--- src/rtl/apb_perf_snap_pkg.sv ---
// Shared types, mode constants and register-map index helpers for the
// event-counter snapshot bank.
package apb_perf_pkg;

   typedef logic [31:0] regs_t;

   localparam bit MODE_WRAP = 1'b0;
   localparam bit MODE_SAT  = 1'b1;

   // Shadow array layout: counters at [0..n-1], overflow word, then sequence.
   function automatic int idx_ovf(input int n);
      return n;
   endfunction

   function automatic int idx_seq(input int n);
      return n + 1;
   endfunction

endpackage

--- src/rtl/apb_perf_snap_if.sv ---
// Control inputs and snapshot outputs of apb_perf_snap, bundled for the
// producer (master) and the counter bank (slave).
interface apb_perf_snap_if #(
   parameter int N_CNT = 4
);
   import apb_perf_pkg::*;

   logic             en_i;
   logic [N_CNT-1:0] event_i;
   logic             clear_i;
   logic             snap_req_i;
   // regs_o is stable and readable in every cycle; snap_valid_o is a one-cycle
   // qualifier (no ready) marking the first cycle a new snapshot is visible.
   logic             snap_valid_o;
   regs_t            regs_o [N_CNT+2];

   modport master (
      output en_i, event_i, clear_i, snap_req_i,
      input  snap_valid_o, regs_o
   );

   modport slave (
      input  en_i, event_i, clear_i, snap_req_i,
      output snap_valid_o, regs_o
   );

endinterface

--- src/rtl/apb_perf_snap_cnt.sv ---
// One event counter with sticky overflow; exposes its pre-clear next value
// and next overflow flag so a snapshot can capture them in the same cycle.
module apb_perf_cnt
   import apb_perf_pkg::*;
#(
   parameter int CNT_W    = 32,
   parameter bit SATURATE = MODE_WRAP
) (
   input  logic             clk,
   input  logic             rst,
   input  logic             inc,
   input  logic             clr,
   output logic [CNT_W-1:0] next,
   output logic             ovf
);

   localparam logic [CNT_W-1:0] CNT_MAX = '1;

   logic [CNT_W-1:0] cnt_q, cnt_d;
   logic             ovf_q, ovf_d;

   always_comb begin
      next = cnt_q;
      ovf  = ovf_q;
      if (inc) begin
         if (cnt_q == CNT_MAX) begin
            ovf  = 1'b1;
            next = (SATURATE == MODE_SAT) ? CNT_MAX : '0;
         end else begin
            next = cnt_q + 1'b1;
         end
      end
      cnt_d = clr ? '0   : next;
      ovf_d = clr ? 1'b0 : ovf;
   end

   always_ff @(posedge clk or posedge rst) begin
      if (rst) begin
         cnt_q <= '0;
         ovf_q <= 1'b0;
      end else begin
         cnt_q <= cnt_d;
         ovf_q <= ovf_d;
      end
   end

endmodule

--- src/rtl/apb_perf_snap.sv ---
// Event-counter bank with an atomic, fully registered shadow array for an
// APB read-only register slave; snapshots on request or on a periodic timer.
module apb_perf_snap
   import apb_perf_pkg::*;
#(
   parameter int          N_CNT    = 4,
   parameter int          CNT_W    = 32,
   parameter bit          SATURATE = MODE_WRAP,
   parameter int unsigned PERIOD   = 0
) (
   input  logic            pclk_i,
   input  logic            preset_i,
   apb_perf_snap_if.slave  bus
);

   localparam int          N_REGS   = N_CNT + 2;
   localparam int          IDX_OVF  = idx_ovf(N_CNT);
   localparam int          IDX_SEQ  = idx_seq(N_CNT);
   localparam logic [31:0] TMR_LAST = (PERIOD == 0) ? 32'd0 : 32'(PERIOD - 1);

   if (N_CNT < 1 || N_CNT > 32) begin : g_bad_n_cnt
      $error("apb_perf_snap: N_CNT must be in 1..32");
   end
   if (CNT_W < 1 || CNT_W > 32) begin : g_bad_cnt_w
      $error("apb_perf_snap: CNT_W must be in 1..32");
   end

   logic [N_CNT-1:0] inc;
   logic [CNT_W-1:0] cnt_next [N_CNT];
   logic [N_CNT-1:0] ovf_next;

   assign inc = {N_CNT{bus.en_i}} & bus.event_i;

   for (genvar i = 0; i < N_CNT; i++) begin : g_cnt
      apb_perf_cnt #(
         .CNT_W    (CNT_W),
         .SATURATE (SATURATE)
      ) u_cnt (
         .clk  (pclk_i),
         .rst  (preset_i),
         .inc  (inc[i]),
         .clr  (bus.clear_i),
         .next (cnt_next[i]),
         .ovf  (ovf_next[i])
      );
   end

   logic [31:0] tmr_q, tmr_d;
   logic        expire;
   logic        trig;
   regs_t       regs_q [N_REGS];
   regs_t       regs_d [N_REGS];
   logic        valid_q, valid_d;

   // A manual request also restarts the timer so auto snapshots keep their spacing.
   always_comb begin
      tmr_d  = tmr_q;
      expire = 1'b0;
      if (PERIOD != 0) begin
         expire = (tmr_q == TMR_LAST);
         tmr_d  = (expire || bus.snap_req_i) ? 32'd0 : tmr_q + 32'd1;
      end
   end

   assign trig = bus.snap_req_i | expire;

   always_comb begin
      regs_d  = regs_q;
      valid_d = trig;
      if (trig) begin
         for (int i = 0; i < N_CNT; i++) begin
            regs_d[i] = 32'(cnt_next[i]);
         end
         regs_d[IDX_OVF] = 32'(ovf_next);
         regs_d[IDX_SEQ] = regs_q[IDX_SEQ] + 32'd1;
      end
   end

   always_ff @(posedge pclk_i or posedge preset_i) begin
      if (preset_i) begin
         tmr_q   <= '0;
         regs_q  <= '{default: '0};
         valid_q <= 1'b0;
      end else begin
         tmr_q   <= tmr_d;
         regs_q  <= regs_d;
         valid_q <= valid_d;
      end
   end

   assign bus.regs_o       = regs_q;
   assign bus.snap_valid_o = valid_q;

endmodule

--- src/flat_wrapper.sv ---
// flat-port wrapper written by rule: the top's interface ports become plain ports
module apb_perf_snap_flat import apb_perf_pkg::*;
#(
   parameter int          N_CNT    = 4,
   parameter int          CNT_W    = 32,
   parameter bit          SATURATE = MODE_WRAP,
   parameter int unsigned PERIOD   = 0
)
  (pclk_i, preset_i, bus_en_i, bus_event_i, bus_clear_i, bus_snap_req_i, bus_snap_valid_o, bus_regs_o);
  apb_perf_snap_if #(.N_CNT(N_CNT)) bus_i ();
  input  logic pclk_i;
  input  logic preset_i;
  input wire logic [$bits(bus_i.en_i)-1:0] bus_en_i;
  input wire logic [$bits(bus_i.event_i)-1:0] bus_event_i;
  input wire logic [$bits(bus_i.clear_i)-1:0] bus_clear_i;
  input wire logic [$bits(bus_i.snap_req_i)-1:0] bus_snap_req_i;
  output wire logic [$bits(bus_i.snap_valid_o)-1:0] bus_snap_valid_o;
  output wire logic [$bits(bus_i.regs_o)-1:0] bus_regs_o;
  assign bus_i.en_i = bus_en_i;
  assign bus_i.event_i = bus_event_i;
  assign bus_i.clear_i = bus_clear_i;
  assign bus_i.snap_req_i = bus_snap_req_i;
  assign bus_snap_valid_o = bus_i.snap_valid_o;
  assign bus_regs_o = {>>{bus_i.regs_o}};
  apb_perf_snap #(.N_CNT(N_CNT), .CNT_W(CNT_W), .SATURATE(SATURATE), .PERIOD(PERIOD)) u_core (.pclk_i(pclk_i), .preset_i(preset_i), .bus(bus_i));
endmodule
--- config.mk ---
export PLATFORM = sky130hd
export DESIGN_NAME = apb_perf_snap_flat
export DESIGN_NICKNAME = d
export VERILOG_FILES = /design/src/rtl/apb_perf_snap_pkg.sv /design/src/rtl/apb_perf_snap_if.sv /design/src/rtl/apb_perf_snap_cnt.sv /design/src/rtl/apb_perf_snap.sv /design/src/flat_wrapper.sv
export SDC_FILE = /design/constraint.sdc
export NUM_CORES = 1
export LEC_CHECK = 0
export CAP_MARGIN = 5
export CORE_AREA = 2 2 163 165
export DETAILED_ROUTE_END_ITERATION = 10
export DIE_AREA = 0 0 165 167
export PLACE_DENSITY = 0.89
export SLEW_MARGIN = 20
export SYNTH_ARGS = -nofsm -noshare
export SYNTH_HDL_FRONTEND = slang
export SYNTH_HIERARCHICAL = 1
export SYNTH_SLANG_ARGS = --single-unit
--- constraint.sdc ---
create_clock -name pclk_i -period 7.5 [get_ports pclk_i]
set_clock_uncertainty 0.2 [all_clocks]
set_input_delay 1.5 -clock pclk_i [delete_from_list [all_inputs] [get_ports pclk_i]]
set_output_delay 1.5 -clock pclk_i [all_outputs]
set_load 0.01 [all_outputs]
=== Yosys cells after proc, flatten, opt, wreduce, memory -nomap -nowiden ===
Cells that the tools add are included.

* Equal/unequal tests: 4
* Muxes and demuxes: 24
* Bitwise gates (word level): 1
* Add/subtract/negate cells: 5

{| class="wikitable"
|+ Operator list
! kind !! count
|-
| 32-bit two-way mux || 12
|-
| 32-bit by 1-bit adder with 32-bit output (second input constant) || 5
|-
| 32-bit equality test (second input constant) || 4
|-
| 1-bit two-way mux || 12
|-
| 4-bit bitwise AND || 1
|}

* Word-level logic and storage cells: 49
* Register bits: 297

=== Depth between registers and ports, before layout ===
* Word-level depth: 4
* Depth in mapped cells: 9
* Depth with buffers taken out: 7

=== Cells and area by module ===
Netlist, hierarchy kept.

{| class="wikitable"
|+ By module, submodules not included
! module !! cells an instance !! area an instance (um^2) !! seq. area each (um^2) !! instances
|-
| apb_perf_snap || 432 || 6572.6 || 4129.0 || 1
|-
| apb_perf_cnt at u_core.g_cnt[0].u_cnt ... || 194 || 1828.0 || 825.8 || 3
|-
| apb_perf_cnt at u_core.g_cnt[1].u_cnt || 202 || 1880.6 || 825.8 || 1
|}

=== Worst setup path before layout ===
Ideal clock, no wire load.

* Path kind: input-to-reg
* Start: input port bus_en_i
* End: register u_core.regs_q (netlist bit u_core/bus.regs_o[107])
* Slack: 4033 ps
* Arrival: 3142 ps
* Setup time: 125 ps
* Cell stages on the path: 8
* Cell sequence: and2_1 > clkbuf_1 > nand3_1 > nor4_2 > and3_1 > xnor2_1 > nor2_1 > mux2_2

{| class="wikitable"
|+ RTL lines
! what !! line !! text
|-
| start, declared || flat_wrapper.sv:13 || <nowiki>input wire logic [$bits(bus_i.en_i)-1:0] bus_en_i;</nowiki>
|-
| end signal, assigned || apb_perf_snap.sv:86 || <nowiki>regs_q <= regs_d;</nowiki>
|-
| end, declared || apb_perf_snap.sv:51 || <nowiki>regs_t regs_q [N_REGS];</nowiki>
|}

==> flow_summary.yaml <==
die:
  design.die.area_um2: 27600
  die_w_um: 165
  pin_count: 202
  row_count: 59
  core_um2: 25800
  die_y_um: 167
  start_util_pct: 54.1
global_routing:
  gr-usage-met3_pct: 3.84
  grt_pass1_vias: 10200
  grt_use_met2_pct: 38.1
  antenna_found_initial: 0
  grt_pass1_wl_um: 51600
  grt_max_degree: 103
  grtUsageTotal_pct: 22.9
  grt_overflow: 0
  grt_use_met1_pct: 30.3
  busiest_layer: "met2"
yosys:
  syn_area_per_cell_um2: 11.5
  synth_flop_cell: "dfrtp_1"
  synth-xor-area-share_pct: 9.43
  synth_edf_count: 0
  synthTopCellsByArea: "dfrtp_1 53%, mux2_2 11%, xnor2_1 5.2%"
  ys_ff_latch: 297
  yosysMostFrequentCell: "dfrtp_1"
  ys_top_cells_by_count: "297 x dfrtp_1, 141 x nor2_1, 133 x mux2_2, 83 x xnor2_1, 67 x xor2_1"
  synthArstFlopShare_pct: 100
  synth_area_um2: 13900
  synth_fa_ha_area_share_pct: 0.449
  yosysTopAreaCellShare_pct: 53.3
  synth_compound_area_share_pct: 1.29
  synth_area_leader_cell: "dfrtp_1"
  synthMuxAreaShare_pct: 11.0
  yosysSeqAreaShare_pct: 53.3
  yosys.area_share.simple_pct: 20.9
  synth_top_family_by_area: "simple AND/OR/NAND/NOR gates"
  ys_warn_count: 6
  ys_types: 44
  synth_cells: 1216
power:
  ir_worst_vdd_v: 0.000165
  switching_share_pct: 22.0
  p_int_mw: 2.67
  clkPwrFrac_pct: 45.4
  power_density_nw_per_um2: 203
  switchingPower_uw: 755
  pwr-share-seq_pct: 48.6
  leakage_nw: 7.85
  comb_power_share_pct: 5.9
  power_mw: 3.43
layout:
  final_cells: 1742
  antennaDiodeCount: 0
  seqCellArea_um2: 7430
  multiInputGateArea_um2: 6110
  nNetsFinal: 1399
  design_area_um2: 16900
  final_core_utilization_pct: 65.5
  drive_above_1_share_pct: 16.0
  filler_cell_count: 1875
  layout-area-overhead-vs-synth_pct: 21.1
sta:
  finalCritPeriodShare_pct: 53.6
  post-route-min-period_ps: 4020
  final.setup.tns_ps: 0
  holdWs_ps: 277
  max_slew.worst_pin.slew_ps: 944
  maxSlewViolCount: 0
  finalWorstSetupSlack_ps: 3480
  setup_viol_count_final: 0
  fmax_ghz: 0.249
  maxSlewHeadroom_pct: 36.5
  finalHoldViolations: 0
  rsz0062_at_grt: "no"
setup_path:
  end_kind: "flip-flop"
  cpPeakStageDelay_ps: 750
  critPathKind: "input pin to flip-flop"
  path_max_fanout: 10
  path_cells: "clkdlybuf4s50_1, and2_1, nand3_1, nor4_2, nand4_1, xor2_1, nor2_1, mux2_2"
  critPathRequiredTime_ps: 7720
  startpoint_type: "input pin"
  arrival_ps: 4240
  crit_path_top_delay_cell: "nor4_2"
placed_design:
  port_buffers: 173
  gp_congestion: 0.921
  place_ws_ps: 2920
  numPlacedInstances: 1687
  postPlaceCellArea_um2: 15800
  hpwl_um: 20500
drt:
  ant_nets: 0
  drt_iter0_drc: 577
  drc_errors: 0
  wl_um: 31000
  dr.pass1.iters: 5
  viasPerCell: 5.61
  wl_per_cell_um: 17.8
  vias: 9779
outcome:
  status: "completed"
cts:
  clockRootBuffer: "clkbuf_16"
  cts_setup_buffers: 0
  clk_latency_ps: 550
  tritoncts: "yes"
  cts_buffer_depth: 3
  clkTransAtPathRegs_ps: 60
  cts_sinks: 297
  ctsHoldBuffers: 0
  htreeDepth: 1
  cts-buffers-inserted: 30
  cts_resized: 0
hold_path:
  hp-class: "flip-flop to flip-flop"
flow_run:
  cap_violations: 0
==> layout make-up <==
| cell class | count | share of cell area [%] |
|---|---|---|
| flip-flops and latches | 297 | 44.0 |
| repair buffers | 182 | 10.7 |
| well taps | 335 | 2.48 |
| multi-input cells | 858 | 36.2 |
| clock buffers | 44 | 5.30 |
| inverters | 16 | 0.385 |
| clock inverters | 10 | 0.889 |
==> worst max-delay path, delay by kind of cell <==
family	cells	cell delay, ps
xor gates and xnor gates	1	250
buffers and inverters	1	630
muxes	1	290
and+or+nand+nor	5	1560
==> routing by layer <==
| layer | share of wire [%] | vias up |
|---|---|---|
| met2 | 49 | 342 |
| met5 | 0 | - |
| met1 | 42 | 4857 |
| met4 | 3.1 | 0 |
| met3 | 5.7 | 75 |
| li1 | - | 4505 |
==> power groups by stage <==
stage | sequential, mW | clock [mW] | combinational (mW)
floorplan | 1.70 | 0 | 0.119
global placement | 1.69 | 0 | 0.198
detailed placement | 1.69 | 0 | 0.205
CTS | 1.67 | 1.59 | 0.206
global route | 1.67 | 1.66 | 0.225
finish | 1.67 | 1.56 | 0.204
==> kinds of logic after synthesis <==
group,after synthesis
compound gates,24
xor+xnor,150
fa+ha+maj,5
buf+inv,88
flops,297
mux,136
other cells,1
simple gates,515
==> flip-flops by register name, summed over array words and instances (netlist names) <==
signal,flops
u_core/bus.snap_valid_o,1
u_core/g_cnt.u_cnt/cnt_q,128
u_core/bus.regs_o,164
u_core/g_cnt.u_cnt/ovf_q,4
==> cells in the final DEF, fill, tap and decap left out, types with 5 or more instances in the layout <==
cell,Yosys,layout
nand3_1,53,53
nor2_1,141,141
conb_1,1,28
nor4_1,28,28
and3_1,34,34
nand2_1,55,55
clkdlybuf4s50_1,0,171
ha_1,5,5
nor3_1,17,17
or3_1,5,5
nor2b_1,54,54
inv_1,16,15
clkinv_2,0,6
nand4_4,5,5
buf_4,33,9
xnor2_1,83,83
mux2_2,133,133
a21oi_1,5,5
dfrtp_1,297,297
and4_1,19,19
and2_1,11,11
clkbuf_16,0,31
clkbuf_8,0,7
nor4_2,7,7
nand4_1,60,60
and2b_1,6,6
xor2_1,67,67
clkbuf_1,12,6
==> worst paths after layout <==
| path | start | end | slack (ps) | depth (start not counted) |
|---|---|---|---|---|
| max | bus_en_i | u_core/bus.regs_o[87] | 3480 | 8 |
| min | u_core/bus.regs_o[31] | u_core/bus.regs_o[31] | 280 | 1 |
| max reg2reg | u_core/g_cnt[1].u_cnt/cnt_q[8] | u_core/g_cnt[1].u_cnt/cnt_q[0] | 4580 | 5 |
| min reg2reg | u_core/bus.regs_o[31] | u_core/bus.regs_o[31] | 280 | 1 |
| max in group asynchronous | preset_i | u_core/bus.regs_o[81] | 4210 | 3 |
| min in group asynchronous | preset_i | u_core/g_cnt[2].u_cnt/ovf_q | 1190 | 2 |
No activity file was read; power rests on OpenSTA's default activity.
